## src/rtl/bus_gen_arbiter_if.sv

```systemverilog
// Bundle of per-bus, per-driver FIFO handshake and data lanes between the
// driver FIFO models and the shared-bus arbiter.
interface bus_gen_arbiter_if #(
   parameter int bits    = 1,
   parameter int drvrs   = 4,
   parameter int pckg_sz = 16
);
   logic [bits-1:0][drvrs-1:0]              pndng;
   logic [bits-1:0][drvrs-1:0]              pop;
   logic [bits-1:0][drvrs-1:0][pckg_sz-1:0] D_pop;
   logic [bits-1:0][drvrs-1:0]              push;
   logic [bits-1:0][drvrs-1:0][pckg_sz-1:0] D_push;

   modport master (input pndng, D_pop, output pop, push, D_push);
   modport slave  (output pndng, D_pop, input pop, push, D_push);
endinterface

```

## src/rtl/bus_gen_arbiter.sv

```systemverilog
// Round-robin shared-bus arbiter: per bus, pop one packet from a pending driver
// FIFO and push it to the FIFO named by its header ID. Macro BUS_BCAST_EN enables broadcast.
module bus_gen_arbiter #(
   parameter int         bits      = 1,
   parameter int         drvrs     = 4,
   parameter int         pckg_sz   = 16,
   parameter logic [7:0] broadcast = 8'hFF
) (
   input logic clk,
   input logic reset,
   bus_gen_arbiter_if.master bus
);
   localparam int IDW = (drvrs > 1) ? $clog2(drvrs) : 1;
`ifdef BUS_BCAST_EN
   localparam bit BCAST = 1'b1;
`else
   localparam bit BCAST = 1'b0;
`endif

   typedef enum logic [1:0] {IDLE, POP, PUSH} state_t;
   typedef logic [drvrs-1:0]   lane_t;
   typedef logic [IDW-1:0]     idx_t;
   typedef logic [pckg_sz-1:0] pkt_t;

   state_t   state     [bits];
   state_t   state_nxt [bits];
   idx_t     ptr       [bits];
   idx_t     ptr_nxt   [bits];
   idx_t     src       [bits];
   idx_t     src_nxt   [bits];
   pkt_t     pkt       [bits];
   pkt_t     pkt_nxt   [bits];
   pkt_t     dpush     [bits];
   pkt_t     dpush_nxt [bits];
   logic [IDW:0] win   [bits];
   logic [bits-1:0][drvrs-1:0] pop_q, pop_nxt, push_q, push_nxt;

   // Returns {found, index}; the descending scan leaves the first requester at or after p.
   function automatic logic [IDW:0] pick(input lane_t req, input idx_t p);
      logic [IDW:0] r;
      int j;
      r = '0;
      for (int i = drvrs - 1; i >= 0; i--) begin
         j = int'(p) + i;
         if (j >= drvrs) j = j - drvrs;
         if (req[j]) r = {1'b1, j[IDW-1:0]};
      end
      return r;
   endfunction

   function automatic lane_t dest(input pkt_t pk, input idx_t s);
      logic [7:0] id;
      lane_t m;
      id = pk[pckg_sz-1 -: 8];
      m  = '0;
      if (int'(id) < drvrs) begin
         m[id[IDW-1:0]] = 1'b1;
      end else if (BCAST && (id == broadcast)) begin
         m    = '1;
         m[s] = 1'b0;
      end
      return m;
   endfunction

   always_comb begin
      pop_nxt  = '0;
      push_nxt = '0;
      for (int b = 0; b < bits; b++) begin
         state_nxt[b] = state[b];
         ptr_nxt[b]   = ptr[b];
         src_nxt[b]   = src[b];
         pkt_nxt[b]   = pkt[b];
         dpush_nxt[b] = dpush[b];
         win[b]       = pick(bus.pndng[b], ptr[b]);
         case (state[b])
            IDLE: begin
               if (win[b][IDW]) begin
                  pkt_nxt[b]                  = bus.D_pop[b][win[b][IDW-1:0]];
                  src_nxt[b]                  = win[b][IDW-1:0];
                  pop_nxt[b][win[b][IDW-1:0]] = 1'b1;
                  state_nxt[b]                = POP;
               end
            end
            POP: begin
               // Dropped packets leave D_push showing the last delivered word.
               push_nxt[b] = dest(pkt[b], src[b]);
               if (|push_nxt[b]) dpush_nxt[b] = pkt[b];
               state_nxt[b] = PUSH;
            end
            PUSH: begin
               ptr_nxt[b]   = (int'(src[b]) == drvrs - 1) ? '0 : src[b] + idx_t'(1);
               state_nxt[b] = IDLE;
            end
            default: state_nxt[b] = IDLE;
         endcase
      end
   end

   always_ff @(posedge clk or posedge reset) begin
      if (reset) begin
         pop_q  <= '0;
         push_q <= '0;
         for (int b = 0; b < bits; b++) begin
            state[b] <= IDLE;
            ptr[b]   <= '0;
            src[b]   <= '0;
            pkt[b]   <= '0;
            dpush[b] <= '0;
         end
      end else begin
         pop_q  <= pop_nxt;
         push_q <= push_nxt;
         for (int b = 0; b < bits; b++) begin
            state[b] <= state_nxt[b];
            ptr[b]   <= ptr_nxt[b];
            src[b]   <= src_nxt[b];
            pkt[b]   <= pkt_nxt[b];
            dpush[b] <= dpush_nxt[b];
         end
      end
   end

   always_comb begin
      bus.pop  = pop_q;
      bus.push = push_q;
      for (int b = 0; b < bits; b++) begin
         for (int i = 0; i < drvrs; i++) begin
            bus.D_push[b][i] = dpush[b];
         end
      end
   end
endmodule

```

## src/flat_wrapper.sv

```systemverilog
// flat-port wrapper written by rule: the top's interface ports become plain ports
module bus_gen_arbiter_flat 
#(
   parameter int         bits      = 1,
   parameter int         drvrs     = 4,
   parameter int         pckg_sz   = 16,
   parameter logic [7:0] broadcast = 8'hFF
)
  (clk, reset, bus_pndng, bus_D_pop, bus_pop, bus_push, bus_D_push);
  bus_gen_arbiter_if #(.bits(bits), .drvrs(drvrs), .pckg_sz(pckg_sz)) bus_i ();
  input logic clk;
  input logic reset;
  input wire logic [$bits(bus_i.pndng)-1:0] bus_pndng;
  input wire logic [$bits(bus_i.D_pop)-1:0] bus_D_pop;
  output wire logic [$bits(bus_i.pop)-1:0] bus_pop;
  output wire logic [$bits(bus_i.push)-1:0] bus_push;
  output wire logic [$bits(bus_i.D_push)-1:0] bus_D_push;
  assign bus_i.pndng = bus_pndng;
  assign bus_i.D_pop = bus_D_pop;
  assign bus_pop = bus_i.pop;
  assign bus_push = bus_i.push;
  assign bus_D_push = bus_i.D_push;
  bus_gen_arbiter #(.bits(bits), .drvrs(drvrs), .pckg_sz(pckg_sz), .broadcast(broadcast)) u_core (.clk(clk), .reset(reset), .bus(bus_i));
endmodule
```

## config.mk

```make
export PLATFORM = sky130hd
export DESIGN_NAME = bus_gen_arbiter_flat
export DESIGN_NICKNAME = d
export VERILOG_FILES = /design/src/rtl/bus_gen_arbiter_if.sv /design/src/rtl/bus_gen_arbiter.sv /design/src/flat_wrapper.sv
export SDC_FILE = /design/constraint.sdc
export NUM_CORES = 1
export LEC_CHECK = 0
export BUFFER_PORTS_ARGS = -buffer_cell sky130_fd_sc_hd__buf_2
export CAP_MARGIN = 10
export CORE_ASPECT_RATIO = 1.5
export CORE_MARGIN = 5
export CORE_UTILIZATION = 45
export DETAILED_ROUTE_END_ITERATION = 7
export GPL_TIMING_DRIVEN = 0
export PLACE_DENSITY = 0.84
export SYNTH_ARGS = -nofsm -noshare
export SYNTH_HDL_FRONTEND = slang
export SYNTH_SLANG_ARGS = --single-unit
```

## constraint.sdc

```tcl
create_clock -name clk -period 2.03 [get_ports clk]
set_input_delay 0.3045 -clock clk [delete_from_list [all_inputs] [get_ports clk]]
set_output_delay 0.3045 -clock clk [all_outputs]
set_load 0.005 [all_outputs]
```

; ---- Yosys cells after proc, flatten, opt, wreduce, memory -nomap -nowiden
; Index checks and enable logic that the tools add are counted.
[op_classes]
addsub = 8
mul = 0
div_mod_pow = 0
magnitude_cmp = 13
n_eq_ne = 4
n_shift = 0
mux = 34
bitwise_logic = 0
n_reduce_logical = 6
[op_table]
columns = operator, n
row1 = < comparator 32 x 4 -> 1 bit (second input constant), 4
row2 = 2-to-1 mux 32 bit, 4
row3 = greater-or-equal comparator 32 x 4 -> 1 bit (second input constant), 3
row4 = subtractor 32 x 4 -> 32 bit (second input constant), 3
row5 = binary-select mux 16 bit (select 2 bit), 1
row6 = 2-to-1 mux 4 bit, 5
row7 = 2-to-1 mux 16 bit, 1
row8 = 2-to-1 mux 3 bit, 4
row9 = 2-to-1 mux 1 bit, 10
row10 = binary-select mux 1 bit (select 2 bit), 4
row11 = < comparator 8 x 3 -> 1 bit (second input constant), 1
row12 = adder 2 x 2 -> 3 bit (second input constant), 2
row13 = < comparator 2 x 3 -> 1 bit (second input constant), 2
row14 = demux 1 bit (select 2 bit), 2
row15 = equality test 2 x 1 -> 1 bit (second input constant), 2
row16 = greater-or-equal comparator 2 x 1 -> 1 bit (second input constant), 2
row17 = 2-to-1 mux 2 bit, 2
row18 = case mux 2 bit (2 select lines), 1
row19 = AND reduction 2 bit, 2
row20 = OR reduction 4 bit, 1
row21 = subtractor 2 x 3 -> 4 bit (second input constant), 1
row22 = adder 2 x 1 -> 3 bit (second input constant), 1
row23 = greater-or-equal comparator 2 x 3 -> 1 bit (second input constant), 1
row24 = adder 2 x 1 -> 2 bit (second input constant), 1
row25 = 4 further kinds, 5
[word_totals]
regBits = 46
latchBits = 0
ramBits = 0
mem_bits_ro = 0
inputBits = 70
output_inout_bits = 72
mem_count = 0

; ---- Depth between registers and ports, before layout
[depth]
ltp_word = 16
ltp_mapped = 7
depth_no_buf = 5

; ---- Least setup slack after synthesis
; No wires, ideal clock.
[synth_timing]
kind = register to register
start = register u_core.ptr[1] (netlist bit)
end = register u_core.pkt[0] (netlist bit)
setup_time_ns = 0.123
arrival_time_ns = 1.752
path_slack_ns = 0.155
stages_incl_launch_ff = 8
n_path_buf = 2
path_cell_list = dfrtp_1 mux2_4 nor2b_4 buf_6 nor2_4 buf_6 mux2_4 o221a_1
[synth_via]
elab_chain_cells = 12
[synth_rtl]
columns = item, line_no
row1 = "start, declared", bus_gen_arbiter.sv:27  ; idx_t ptr [bits];
row2 = "start signal, assigned by index", bus_gen_arbiter.sv:115  ; ptr[b] <= ptr_nxt[b];
row3 = adder 2 x 2 -> 3 bit, bus_gen_arbiter.sv:44  ; j = int'(p) + i;
row4 = subtractor 32 x 4 -> 32 bit or greater-or-equal comparator 32 x 4 -> 1 bit (tied branches), bus_gen_arbiter.sv:45  ; if (j >= drvrs) j = j - drvrs;
row5 = 2-to-1 mux 32 bit, bus_gen_arbiter.sv:45
row6 = binary-select mux 1 bit (select 2 bit), bus_gen_arbiter.sv:46  ; if (req[j]) r = {1'b1, j[IDW-1:0]};
row7 = 2-to-1 mux 1 bit (not written as such) (2 in a row), bus_gen_arbiter.sv:46
row8 = 2-to-1 mux 3 bit (3 in a row), bus_gen_arbiter.sv:46
row9 = 2-to-1 mux 3 bit (*), bus_gen_arbiter.sv:46
row10 = binary-select mux 16 bit (select 2 bit), bus_gen_arbiter.sv:78  ; pkt_nxt[b] = bus.D_pop[b][win[b][IDW-1:0]];
row11 = 2-to-1 mux 16 bit (not written as such), bus_gen_arbiter.sv:78
row12 = "end signal, assigned by index", bus_gen_arbiter.sv:117  ; pkt[b] <= pkt_nxt[b];
row13 = "end, declared", bus_gen_arbiter.sv:31  ; pkt_t pkt [bits];
; Every way passes the cells marked *; elsewhere a longest branch is shown, timed or not. The select of a mux whose other input is x is not followed.
; A chain may end at the register's enable or synchronous reset.

; ---- Final worst setup path
[layout_timing]
start = register u_core.ptr[1] (netlist bit)
end = register u_core.pkt[12] (netlist bit)
; The elaborated chain is that of the path after synthesis.

==> flow_summary_export.csv <==
group,metric,value,unit
status,status,"complete, no violations",
finish,nFillCells,494,
detailed_routing,routed_wl,7.17,mm
synth,ys.flop_type,"dfrtp_1",
timing,worst_slew_pin_slew,0.459,ns
floorplanning,fp.dieW,73.2,um
detailed_routing,remaining_drc_errors,0,
grt,grt-busiest-layer,"met2",
floorplanning,rows,34,
clock_tree,clock_path_buffers,2,
placed_design,place_congestion,0.795,
detailed_routing,postRouteAntennaNets,0,
timing,maxSlewViolCount,0,
clock_tree,cts_tree,"yes",
finish,num_antenna_cells,0,
finish,drive_gt1_frac,0.567,
finish,finalNonFillerCells,492,
synth,async_reset_ff_frac,1.00,
timing,max_freq,0.502,GHz
clock_tree,worstSkewPairLatency,0.29,ns
grt,grt_pass1_vias,2398,
critical_path,cp.required,2.20,ns
grt,use_met3,0.0307,
critical_path,ff2ff_setup_slack,0.04,ns
detailed_routing,vias,2398,
synth,synth_area_per_cell,10.1,um^2
placed_design,hpwl,5.65,mm
timing,period_share,0.981,
detailed_routing,drtIter0Drc,108,
timing,hold_viol_final,0,
clock_tree,cts_buffers,5,
grt,grt_usage,0.180,
detailed_routing,wl_per_cell,14.6,um
critical_path,cp_max_fo,9,
clock_tree,cts_max_level,2,
placed_design,port-buffer-count,141,
timing,skew,0.00626,ns
synth,syn_area,2700,um^2
timing,period_minus_slack,1.99,ns
pwr,cellPowerDensity,1160,nW/um^2
floorplanning,die_h,105,um
finish,area_growth,37.5,%
flow_run,maxCapViolCount,0,
synth,yosysWarnings,0,
grt,grt_util_met1,0.192,
clock_tree,clk_pin_slew,0.08,ns
critical_path,cp-start-kind,"flop",
pwr,p_comb_frac,0.506,
clock_tree,cts_root_buffer,"clkbuf_8",
grt,grtUsageMet2,0.340,
timing,slew_headroom,0.694,
grt,gr-total-overflow,0,
pwr,internal_power,2800,uW
floorplanning,start_util,0.463,
detailed_routing,vias_per_cell,4.87,
critical_path,crit_path_end_kind,"flop",
min_path,min_path_type,"in -> async",
synth,synthDominantCellAreaShare,0.427,
grt,grt_max_degree,47,
placed_design,post-place-ws,-0.0319,ns
floorplanning,core_area,5830,um^2
pwr,pwr-share-clk,0.145,
synth,yosysTopAreaCell,"dfrtp_1",
floorplanning,die_area,7670,um^2
finish,nets,490,
pwr,p_sw,1500,uW
synth,ys_ff_latch,46,
synth,synth-edff-count,0,
timing,hold_slack,0.0450,ns
floorplanning,io_pins,142,
grt,grt_pass1_wl,11.0,mm
pwr,switching_share,0.349,
timing,setup-violations-final,0,
timing,rsz0062_at_grt,"yes",
pwr,power.leakage,0.00213,uW
timing,worst_slack,0.0388,ns
critical_path,critPathKind,"reg -> reg",
synth,synth_area_leaders,"dfrtp_1 43%, buf_4 13%, mux2_4 9.5%, o221a_1 6.7%, nand3_1 6.3%",
pwr,pwr-share-seq,0.349,
placed_design,place_inst,480,
synth,synth_seq_area_share,0.427,
synth,synth_cell_types,33,
synth,syn_inst,266,
clock_tree,cts_sinks,46,
pwr,ir_worst_vdd,0.571,mV
synth,synth.net_count,337,
critical_path,reg2regPathDepth,7,
grt,antenna_found_initial,0,
critical_path,cp.arrival,2.16,ns
detailed_routing,dr.pass1.iters,4,
-- repair_timing --
action,4_1_cts,5_1_grt
setup buffers,0,4
hold buffers,0,0
gates cloned,0,1
resized for setup,1,15
setup endpoints to repair,5,14
pin swaps,0,1
-- area by class of cell --
| class | count | area [um^2] | share of cell area |
|---|---|---|---|
| repair buffers | 147 | 788 | 0.213 |
| multi-input cells | 153 | 1100 | 0.297 |
| flip-flops and latches | 46 | 1150 | 0.311 |
| inverters | 5 | 18.8 | 0.00506 |
| well taps | 72 | 90.1 | 0.0243 |
| plain buffers | 61 | 448 | 0.121 |
| clock buffers | 8 | 110 | 0.0297 |
-- per-layer routing --
layer / wire [um] / vias up / part of all wire
met2: 4110 / 90 / 0.57
met4: 97 / 0 / 0.014
met3: 459 / 6 / 0.064
li1: - / 1184 / -
met1: 2510 / 1118 / 0.35
met5: 0 / - / 0
-- final timing paths --
path,endpoint,startpoint
min in group clk,u_core.pkt[11]$_DFFE_PP0P_,bus_D_pop[27]
hold / removal,u_core.dpush[13]$_DFFE_PP0P_,reset
max in group asynchronous,u_core.pkt[3]$_DFFE_PP0P_,reset
setup / recovery,u_core.pkt[12]$_DFFE_PP0P_,u_core.ptr[1]$_DFFE_PP0N_
setup reg to reg,u_core.pkt[12]$_DFFE_PP0P_,u_core.ptr[1]$_DFFE_PP0N_
hold reg to reg,u_core.state[1]$_DFFE_PP0P_,u_core.state[1]$_DFFE_PP0P_
-- registers in the layout (all words and copies together), names as in the netlist --
| name | flops |
|---|---|
| u_core.state | 2 |
| u_core.ptr | 2 |
| u_core.bus.pop | 4 |
| u_core.dpush | 16 |
| u_core.bus.push | 4 |
| u_core.pkt | 16 |
| u_core.src | 2 |
-- cell usage after synthesis (all sizes together), types with 3 or more instances --
master   n
o221a   16
clkbuf   8
nand3   34
o21ai   16
nand2   34
buf     54
dfrtp   46
mux2    19
and2     7
nor2b    4
nor4     3
nor2     4
inv      5
-- cells in the final DEF, fill, tap and decap left out, types with 2 or more instances in the layout --
master / n
buf_2: 144
buf_4: 50
dfrtp_1: 45
nand2_1: 34
nand3_1: 33
mux2_4: 17
o21ai_0: 16
o221a_1: 16
clkbuf_8: 8
and2_1: 7
clkbuf_1: 6
inv_1: 4
nor4_1: 3
nor2b_1: 3
nor2_1: 3
buf_12: 3
nand2b_1: 2
clkbuf_2: 2
mux2_2: 2
and3_1: 2
buf_6: 2
-- critical path, stage by stage, from the launching register on --
cell       delay (ns)
dfrtp_2          0.46
buf_4            0.15
o22ai_2          0.37
nor2_4           0.09
buf_6            0.15
clkbuf_16        0.15
mux2_4           0.29
o221a_1          0.21
-- through the flow --
stage	util	instance area, um^2	power, uW	setup TNS, ns
floorplan	-	2700	2890	0
CTS	0.622	3620	4180	0
detailed placement	0.603	3510	3550	-0.172
global route	0.636	3710	4610	-0.102
finish	0.636	3710	4300	0
global placement	0.599	3490	3450	-0.259
-- kinds of logic after synthesis --
family,Yosys count,synth area share
adders and majority gates,1,0.00464
and+or+nand+nor,94,0.173
buffers and inverters,67,0.173
AOI/OAI and AO/OA,39,0.119
muxes,19,0.103
DFF,46,0.427
-- power groups by stage --
stage / logic [uW] / clock network, uW / registers [uW]
floorplan: 1440 / 0 / 1440
global placement: 1950 / 0 / 1490
detailed placement: 2040 / 0 / 1510
CTS: 2040 / 639 / 1500
global route: 2380 / 675 / 1550
finish: 2180 / 622 / 1500
No activity file was read; power rests on OpenSTA's default activity.
